--- src/rtl/sram_timer_slave_if.sv ---
// SRAM-style data port between a CPU (master) and a memory-mapped responder (slave).
interface sram_timer_slave_if;
  logic        sram_en;
  logic [3:0]  sram_wen;
  logic [31:0] sram_addr;
  logic [31:0] sram_wdata;
  logic [31:0] sram_rdata;

  modport master (
    output sram_en,
    output sram_wen,
    output sram_addr,
    output sram_wdata,
    input  sram_rdata
  );

  modport slave (
    input  sram_en,
    input  sram_wen,
    input  sram_addr,
    input  sram_wdata,
    output sram_rdata
  );
endinterface

--- src/rtl/sram_timer_slave.sv ---
// Memory-mapped prescaled 32-bit timer with compare match, pending flag and a
// level interrupt, answering the SRAM data port within its own address window.
module sram_timer_slave #(
  parameter logic [31:0] BASE_ADDR = 32'h1FAF_E000,
  parameter int          WIN_BITS  = 12
) (
  input  logic               clk,
  input  logic               rst,
  sram_timer_slave_if.slave  bus,
  output logic               timer_int
);

  localparam int IDX_W = WIN_BITS - 2;

  // Byte-lane merge of write data into an existing register value.
  function automatic logic [31:0] lane_merge(input logic [31:0] old_val,
                                             input logic [31:0] wdata,
                                             input logic [3:0]  wen);
    logic [31:0] res;
    res = old_val;
    for (int i = 0; i < 4; i++) begin
      if (wen[i]) begin
        res[8*i +: 8] = wdata[8*i +: 8];
      end else begin
        res[8*i +: 8] = old_val[8*i +: 8];
      end
    end
    return res;
  endfunction

  logic [31:0] r_count;
  logic [31:0] r_compare;
  logic [2:0]  r_ctrl;
  logic        r_pend;
  logic [31:0] r_presc;
  logic [31:0] r_presc_cnt;
  logic [31:0] r_rdata;

  logic             w_hit;
  logic [IDX_W-1:0] w_idx;
  logic             w_wr;
  logic             w_rd;
  logic             w_rd_miss;
  logic             w_sel_count;
  logic             w_sel_compare;
  logic             w_sel_ctrl;
  logic             w_sel_status;
  logic             w_sel_presc;
  logic             w_wr_count;
  logic             w_tick;
  logic             w_match;
  logic             w_unused_addr;
  logic [31:0]      w_rd_val;
  logic [31:0]      w_count_nxt;
  logic [31:0]      w_presc_cnt_nxt;
  logic             w_pend_nxt;

  assign w_hit         = (bus.sram_addr[31:WIN_BITS] == BASE_ADDR[31:WIN_BITS]);
  assign w_idx         = bus.sram_addr[WIN_BITS-1:2];
  assign w_unused_addr = ^bus.sram_addr[1:0];
  assign w_wr          = bus.sram_en & w_hit & (bus.sram_wen != 4'b0000);
  assign w_rd          = bus.sram_en & w_hit & (bus.sram_wen == 4'b0000);
  assign w_rd_miss     = bus.sram_en & ~w_hit & (bus.sram_wen == 4'b0000);
  assign w_sel_count   = (w_idx == IDX_W'(0));
  assign w_sel_compare = (w_idx == IDX_W'(1));
  assign w_sel_ctrl    = (w_idx == IDX_W'(2));
  assign w_sel_status  = (w_idx == IDX_W'(3));
  assign w_sel_presc   = (w_idx == IDX_W'(4));
  assign w_wr_count    = w_wr & w_sel_count;

  // A tick fires when enabled and the prescaler reaches its terminal value;
  // a software COUNT write on that cycle suppresses the match.
  assign w_tick  = r_ctrl[0] & (r_presc_cnt == r_presc);
  assign w_match = w_tick & ~w_wr_count & (r_count == r_compare);

  assign timer_int = r_pend & r_ctrl[1];

  // Read data mux over the register map; unmapped offsets read zero.
  always_comb begin
    w_rd_val = 32'h0000_0000;
    if (w_sel_count) begin
      w_rd_val = r_count;
    end else if (w_sel_compare) begin
      w_rd_val = r_compare;
    end else if (w_sel_ctrl) begin
      w_rd_val = {29'h0000_0000, r_ctrl};
    end else if (w_sel_status) begin
      w_rd_val = {31'h0000_0000, r_pend};
    end else if (w_sel_presc) begin
      w_rd_val = r_presc;
    end else begin
      w_rd_val = 32'h0000_0000;
    end
  end

  // Next COUNT: software write wins, otherwise advance (or auto-clear) on tick.
  always_comb begin
    w_count_nxt = r_count;
    if (w_wr_count) begin
      w_count_nxt = lane_merge(r_count, bus.sram_wdata, bus.sram_wen);
    end else if (w_tick) begin
      if (w_match && r_ctrl[2]) begin
        w_count_nxt = 32'h0000_0000;
      end else begin
        w_count_nxt = r_count + 32'h0000_0001;
      end
    end else begin
      w_count_nxt = r_count;
    end
  end

  // Next prescaler count: cleared by PRESC writes, when disabled, and on wrap.
  always_comb begin
    w_presc_cnt_nxt = r_presc_cnt;
    if (w_wr & w_sel_presc) begin
      w_presc_cnt_nxt = 32'h0000_0000;
    end else if (!r_ctrl[0]) begin
      w_presc_cnt_nxt = 32'h0000_0000;
    end else if (w_tick) begin
      w_presc_cnt_nxt = 32'h0000_0000;
    end else begin
      w_presc_cnt_nxt = r_presc_cnt + 32'h0000_0001;
    end
  end

  // Next PEND: a match sets it and beats a same-cycle write-1-to-clear.
  always_comb begin
    w_pend_nxt = r_pend;
    if (w_match) begin
      w_pend_nxt = 1'b1;
    end else if (w_wr && w_sel_status && bus.sram_wen[0] && bus.sram_wdata[0]) begin
      w_pend_nxt = 1'b0;
    end else begin
      w_pend_nxt = r_pend;
    end
  end

  // Register state update, including software writes and registered read data.
  always_ff @(posedge clk) begin
    if (rst) begin
      r_count     <= 32'h0000_0000;
      r_compare   <= 32'hFFFF_FFFF;
      r_ctrl      <= 3'b000;
      r_pend      <= 1'b0;
      r_presc     <= 32'h0000_0000;
      r_presc_cnt <= 32'h0000_0000;
      r_rdata     <= 32'h0000_0000;
    end else begin
      r_count     <= w_count_nxt;
      r_presc_cnt <= w_presc_cnt_nxt;
      r_pend      <= w_pend_nxt;
      if (w_wr && w_sel_compare) begin
        r_compare <= lane_merge(r_compare, bus.sram_wdata, bus.sram_wen);
      end
      if (w_wr && w_sel_ctrl && bus.sram_wen[0]) begin
        r_ctrl <= bus.sram_wdata[2:0];
      end
      if (w_wr && w_sel_presc) begin
        r_presc <= lane_merge(r_presc, bus.sram_wdata, bus.sram_wen);
      end
      if (w_rd) begin
        r_rdata <= w_rd_val;
      end else if (w_rd_miss) begin
        r_rdata <= 32'h0000_0000;
      end
    end
  end

  assign bus.sram_rdata = r_rdata;

endmodule

--- src/flat_wrapper.sv ---
// flat-port wrapper written by rule: the top's interface ports become plain ports
module sram_timer_slave_flat 
#(
  parameter logic [31:0] BASE_ADDR = 32'h1FAF_E000,
  parameter int          WIN_BITS  = 12
)
  (clk, rst, timer_int, bus_sram_en, bus_sram_wen, bus_sram_addr, bus_sram_wdata, bus_sram_rdata);
  sram_timer_slave_if bus_i ();
  input  logic clk;
  input  logic rst;
  output logic timer_int;
  input wire logic [$bits(bus_i.sram_en)-1:0] bus_sram_en;
  input wire logic [$bits(bus_i.sram_wen)-1:0] bus_sram_wen;
  input wire logic [$bits(bus_i.sram_addr)-1:0] bus_sram_addr;
  input wire logic [$bits(bus_i.sram_wdata)-1:0] bus_sram_wdata;
  output wire logic [$bits(bus_i.sram_rdata)-1:0] bus_sram_rdata;
  assign bus_i.sram_en = bus_sram_en;
  assign bus_i.sram_wen = bus_sram_wen;
  assign bus_i.sram_addr = bus_sram_addr;
  assign bus_i.sram_wdata = bus_sram_wdata;
  assign bus_sram_rdata = bus_i.sram_rdata;
  sram_timer_slave #(.BASE_ADDR(BASE_ADDR), .WIN_BITS(WIN_BITS)) u_core (.clk(clk), .rst(rst), .bus(bus_i), .timer_int(timer_int));
endmodule
--- config.mk ---
export PLATFORM = sky130hd
export DESIGN_NAME = sram_timer_slave_flat
export DESIGN_NICKNAME = d
export VERILOG_FILES = /design/src/rtl/sram_timer_slave_if.sv /design/src/rtl/sram_timer_slave.sv /design/src/flat_wrapper.sv
export SDC_FILE = /design/constraint.sdc
export NUM_CORES = 1
export LEC_CHECK = 0
export BUFFER_PORTS_ARGS = -buffer_cell sky130_fd_sc_hd__buf_2
export CAP_MARGIN = 0
export CELL_PAD_IN_SITES_DETAIL_PLACEMENT = 1
export CELL_PAD_IN_SITES_GLOBAL_PLACEMENT = 2
export CORE_MARGIN = 2
export CORE_UTILIZATION = 31
export DETAILED_ROUTE_END_ITERATION = 7
export PLACE_DENSITY = 0.83
export SYNTH_ARGS = -nofsm -noshare
export SYNTH_HDL_FRONTEND = slang
export SYNTH_SLANG_ARGS = --single-unit
--- constraint.sdc ---
create_clock -name clk -period 3.2 [get_ports clk]
set_clock_uncertainty 0.2 [all_clocks]
set_input_delay 0 -clock clk [delete_from_list [all_inputs] [get_ports clk]]
set_output_delay 0 -clock clk [all_outputs]
set_load 0.02 [all_outputs]
# Word level (Yosys, flattened, before mapping)
# Index checks and enable logic that the tools add are counted.
# word_totals
wordCells	86
register_bits	164
output_inout_bits	33
# op_classes
reduce_logical	27
add_sub_neg	2
n_eq_ne	11
n_bitwise	14
mux	16
# ops
cell	count
two-way mux 32 bit	10
adder 32 x 1 -> 32 bit, second input constant	2
equality test 32 bit	2
two-way mux 8 bit	4
AND reduction 2 bit	12
equality test 10 x 2 -> 1 bit, second input constant	2
equality test 20 x 17 -> 1 bit, second input constant	1
bitwise AND 1 bit	11
equality test 10 x 1 -> 1 bit, second input constant	1
equality test 10 x 3 -> 1 bit, second input constant	1
logical NOT 10 bit	1
logical AND 1 bit	8
inequality test 2 bit, second input constant	4
nonzero test 2 bit	3
logical NOT 4 bit	1
nonzero test 4 bit	1
OR reduction 4 bit	1
NOT 1 bit	3
two-way mux 1 bit	2

# Longest topological paths before layout
# logic_depth
depth_word	11
ltp_mapped	10

# Worst setup path before layout
# Ideal clock, no wire load.
# synth_path
path_kind	flip-flop to flip-flop
from	register u_core.r_presc_cnt[24]
to	register u_core.r_count[19]
setup_slack_ps	115
path_buffers	1
t_required_ps	2926
t_arrival_ps	2810
setup_time_ps	74
period_less_slack_ps	3085
stages_incl_launch_ff	9
path_cell_list	dfxtp_1 xor2_1 or4_1 or4_4 nor4_4 nand2b_1 clkbuf_2 or4_1 a31oi_1
# synth_via
elab_chain_len	8
word_cells_on_any_way	10
cone_classes	eq/ne (1); mux (3); bitwise (3); reduce/logical (3)
# synth_lines
item	line	rtl
from (decl)	sram_timer_slave.sv:36	logic [31:0] r_presc_cnt;
from (signal assigned)	sram_timer_slave.sv:150	r_presc_cnt <= w_presc_cnt_nxt;
equality test 32 bit *	sram_timer_slave.sv:73	assign w_tick = r_ctrl[0] & (r_presc_cnt == r_presc);
bitwise AND 1 bit *	sram_timer_slave.sv:73	
bitwise AND 1 bit (2 in series)	sram_timer_slave.sv:74	assign w_match = w_tick & ~w_wr_count & (r_count == r_compare);
logical AND 1 bit	sram_timer_slave.sv:102	if (w_match && r_ctrl[2]) begin
two-way mux 32 bit	sram_timer_slave.sv:102	
two-way mux 32 bit	sram_timer_slave.sv:101	end else if (w_tick) begin
two-way mux 32 bit	sram_timer_slave.sv:99	if (w_wr_count) begin
to (signal assigned)	sram_timer_slave.sv:149	r_count <= w_count_nxt;
to (decl)	sram_timer_slave.sv:31	logic [31:0] r_count;
# Mark *: on every way between the ends. The rest lies on a longest branch, timed or not. The select of a mux whose other input is x is not followed.
# A chain may end at the register's enable or synchronous reset.

# Worst setup path after layout
# layout_path
from	register u_core.r_presc[24]
to	register u_core.r_count[16]
# layout_via
elab_chain_len	8
word_cells_on_any_way	10
cone_classes	eq/ne (1); mux (3); bitwise (3); reduce/logical (3)
# layout_lines
item	line	rtl
from (decl)	sram_timer_slave.sv:35	logic [31:0] r_presc;
from (signal assigned)	sram_timer_slave.sv:159	r_presc <= lane_merge(r_presc, bus.sram_wdata, bus.sram_wen);
equality test 32 bit *	sram_timer_slave.sv:73	
bitwise AND 1 bit *	sram_timer_slave.sv:73	
bitwise AND 1 bit (2 in series)	sram_timer_slave.sv:74	
logical AND 1 bit	sram_timer_slave.sv:102	
two-way mux 32 bit	sram_timer_slave.sv:102	
two-way mux 32 bit	sram_timer_slave.sv:101	
two-way mux 32 bit	sram_timer_slave.sv:99	
# Marks and branches as above.

==> metrics.txt <==
Clock Latency Late Sink 0.44 ns; row cnt 61; XOR/XNOR Fraction of Synth Area 0.104; Critical Path RT 3.36 ns; Layout Nets 1304; Setup TNS 0 ns; most common cell after layout, fill and taps aside nand2_1; GR peak layer met2; final WL 32.4 mm; clock sinks 164; final setup violation count 0; first-pass GRT wire length 49.4 mm; Slew HR 0.456; post-CTS setup buffer count 0; die area around 0.029 mm²; initial DRC count 466; synthesized area 0.00862 mm²; mux contribution to synthesized area 0.0373; WL/cell between 15 and 20 µm; Simple-Gate Fraction of Synth Area 0.284; Design Power 4360 µW; PwrDens ~410 mW/mm²; final setup margin 0.131 ns; period utilization 0.959; Congestion Overflow GR 0; clock-pin slew on the worst setup and hold paths 0.07 ns; final worst path period need 3.07 ns; status finished, final reports clean; detailed placement HPWL ~24 mm; port buffer count 101; register area share after synthesis 0.381; core area 0.0276 mm²; worst-margin pin slew about 0.8 ns; VDD IR max 0.373 mV; Synth Instances 1110; top_reg_cell synth dfxtp_1; GR Layer Usage met1 0.287; Post-Place Cells 1552; TritonCTS clock tree built; effective utilization at floorplan 0.313; syn nets ~1200; DR vias/cell 5.39; largest net degree at the start of global routing 56; Antenna diodes 0; Crit Path Max Fanout 3; chip height 171 µm; syn_area_per_cell 7.77 µm²; GR Layer Usage met2 0.396; GRT Util Overall 0.223; Hold WS 0.0577 ns; DR vias between 8000 and 9000; Max Transition Viols Final 0; leakage 0.00410 µW; RSZ-0062 raised after global routing false; Crit Path Category flip-flop to flip-flop; hold crit path type primary input to flip-flop; most frequent cells in the layout 188 x nand2_1, 164 x dfxtp_1, 100 x buf_2, 94 x nand3_1, 90 x nor2_1; total CTS buffers 17; # IOs roughly 100; dpl ws -0.0494 ns; critical path launch point type flip-flop; Highest Clock Rate 0.326 GHz; Area growth, synth to finish 23.6%; Max clock buf depth 2; post-route non-filler standard cell count 1622; compound-cell area share of the yosys netlist 0.152; largest family of logic cells by synthesized area simple AND/OR/NAND/NOR gates; M3 GR Usage 0.0261; initial antenna violation count 0; Fill cells 3395; GP Congestion 0.856; Syn. warnings 0; final hold violation count 0; Post-synth EDFFs 0; chip width 171 µm; max_cap viols 0; drt pass-1 iters 5; post-synthesis cell type count 61; clock tree root driver cell clkbuf_16; Synth Area in Adders 0.00290; Detail Route Antenna Nets 0; crit path DAT roughly 3.2 ns; Seq cells post-synth 164; H-tree Lvls 4; fraction of layout instances using a drive strength above 1 0.151; vias in the first global route 8661; critical path endpoint category flip-flop; Async SR Flop Fraction 0; DRC 0
## timing repair
item / 4_1_cts / 5_1_grt
gates resized for setup: 2 / 4
hold buffers: 38 / 0
endpoints found under the hold margin: 109 / 0
pin swaps: 0 / 1
setup endpoints to repair: 5 / 17
## cell families after synthesis
| family | after synthesis |
|---|---|
| mux | 32 |
| buf+inv | 88 |
| simple gates | 508 |
| flops | 164 |
| fa+ha+maj | 2 |
| xor+xnor | 102 |
| compound gates | 214 |
## metal layers
metal	wire (µm)	share of wire
met1	14500	0.45
met2	16100	0.50
met3	1240	0.038
met4	504	0.016
met5	0	0
## critical path, stage by stage, from the launching register on
cell,delay (ns)
dfxtp_1,0.34
xor2_1,0.19
or4_1,0.53
or4_4,0.56
nor4_4,0.23
nand2b_1,0.14
or4_2,0.63
a31oi_1,0.17
## path summary, 6_finish.rpt
check | slack, ns | from | cells past startpoint | to
setup / recovery | 0.13 | u_core.r_presc[24] | 7 | u_core.r_count[16]
hold / removal | 0.06 | bus_sram_addr[5] | 5 | u_core.r_ctrl[2]
setup reg to reg | 0.13 | u_core.r_presc[24] | 7 | u_core.r_count[16]
hold reg to reg | 0.29 | u_core.r_presc[18] | 2 | u_core.r_presc[18]
## cell type report
cell class	count	area (µm²)	area share
Sequential cell	164	3280	0.308
Tap cell	378	473	0.0444
Clock buffer	19	443	0.0416
Clock inverter	13	146	0.0137
Inverter	17	63.8	0.00599
Timing Repair Buffer	173	1180	0.111
Multi-Input combinational cell	858	5060	0.475
## registers in the layout (all words and copies together), names as in the netlist
register               count
u_core.bus.sram_rdata     32
u_core.r_compare          32
u_core.r_count            32
u_core.r_pend              1
u_core.r_presc_cnt        32
u_core.r_ctrl              3
u_core.r_presc            32
## Yosys cell counts, drive strengths merged (3+ instances only)
cell | number | area, µm²
buf | 5 | 23.8
o21ai | 58 | 290
or2 | 3 | 18.8
xnor2 | 28 | 245
nand2 | 188 | 706
a21oi | 71 | 355
and4 | 5 | 45.0
nand4 | 22 | 138
nor4b | 5 | 56.3
mux2i | 31 | 310
nand2b | 9 | 56.3
a221oi | 6 | 52.6
nor4 | 22 | 153
a32oi | 6 | 52.6
nand4b | 3 | 26.3
nor3 | 14 | 70.1
or4 | 12 | 95.1
nor2 | 90 | 338
dfxtp | 164 | 3280
and3 | 18 | 113
nand3 | 94 | 470
inv | 16 | 60.1
a31oi | 5 | 31.3
a22oi | 36 | 270
xor2 | 74 | 648
o32ai | 5 | 43.8
clkbuf | 66 | 249
o211ai | 4 | 30.0
and2 | 12 | 75.1
a211oi | 9 | 67.6
## through the flow
step	util	area, µm²
final	0.387	10700
after detailed placement	0.350	9650
after CTS	0.386	10600
after global placement	0.350	9650
after global routing	0.387	10700
after floorplan	-	8620
## power by group
| group | internal [µW] | total [µW] | switching [µW] |
|---|---|---|---|
| logic | 85.5 | 216 | 130 |
| registers | 2040 | 2040 | 0.00000158 |
| clock network | 1180 | 2110 | 922 |
Power figures use the tool's default switching activity.
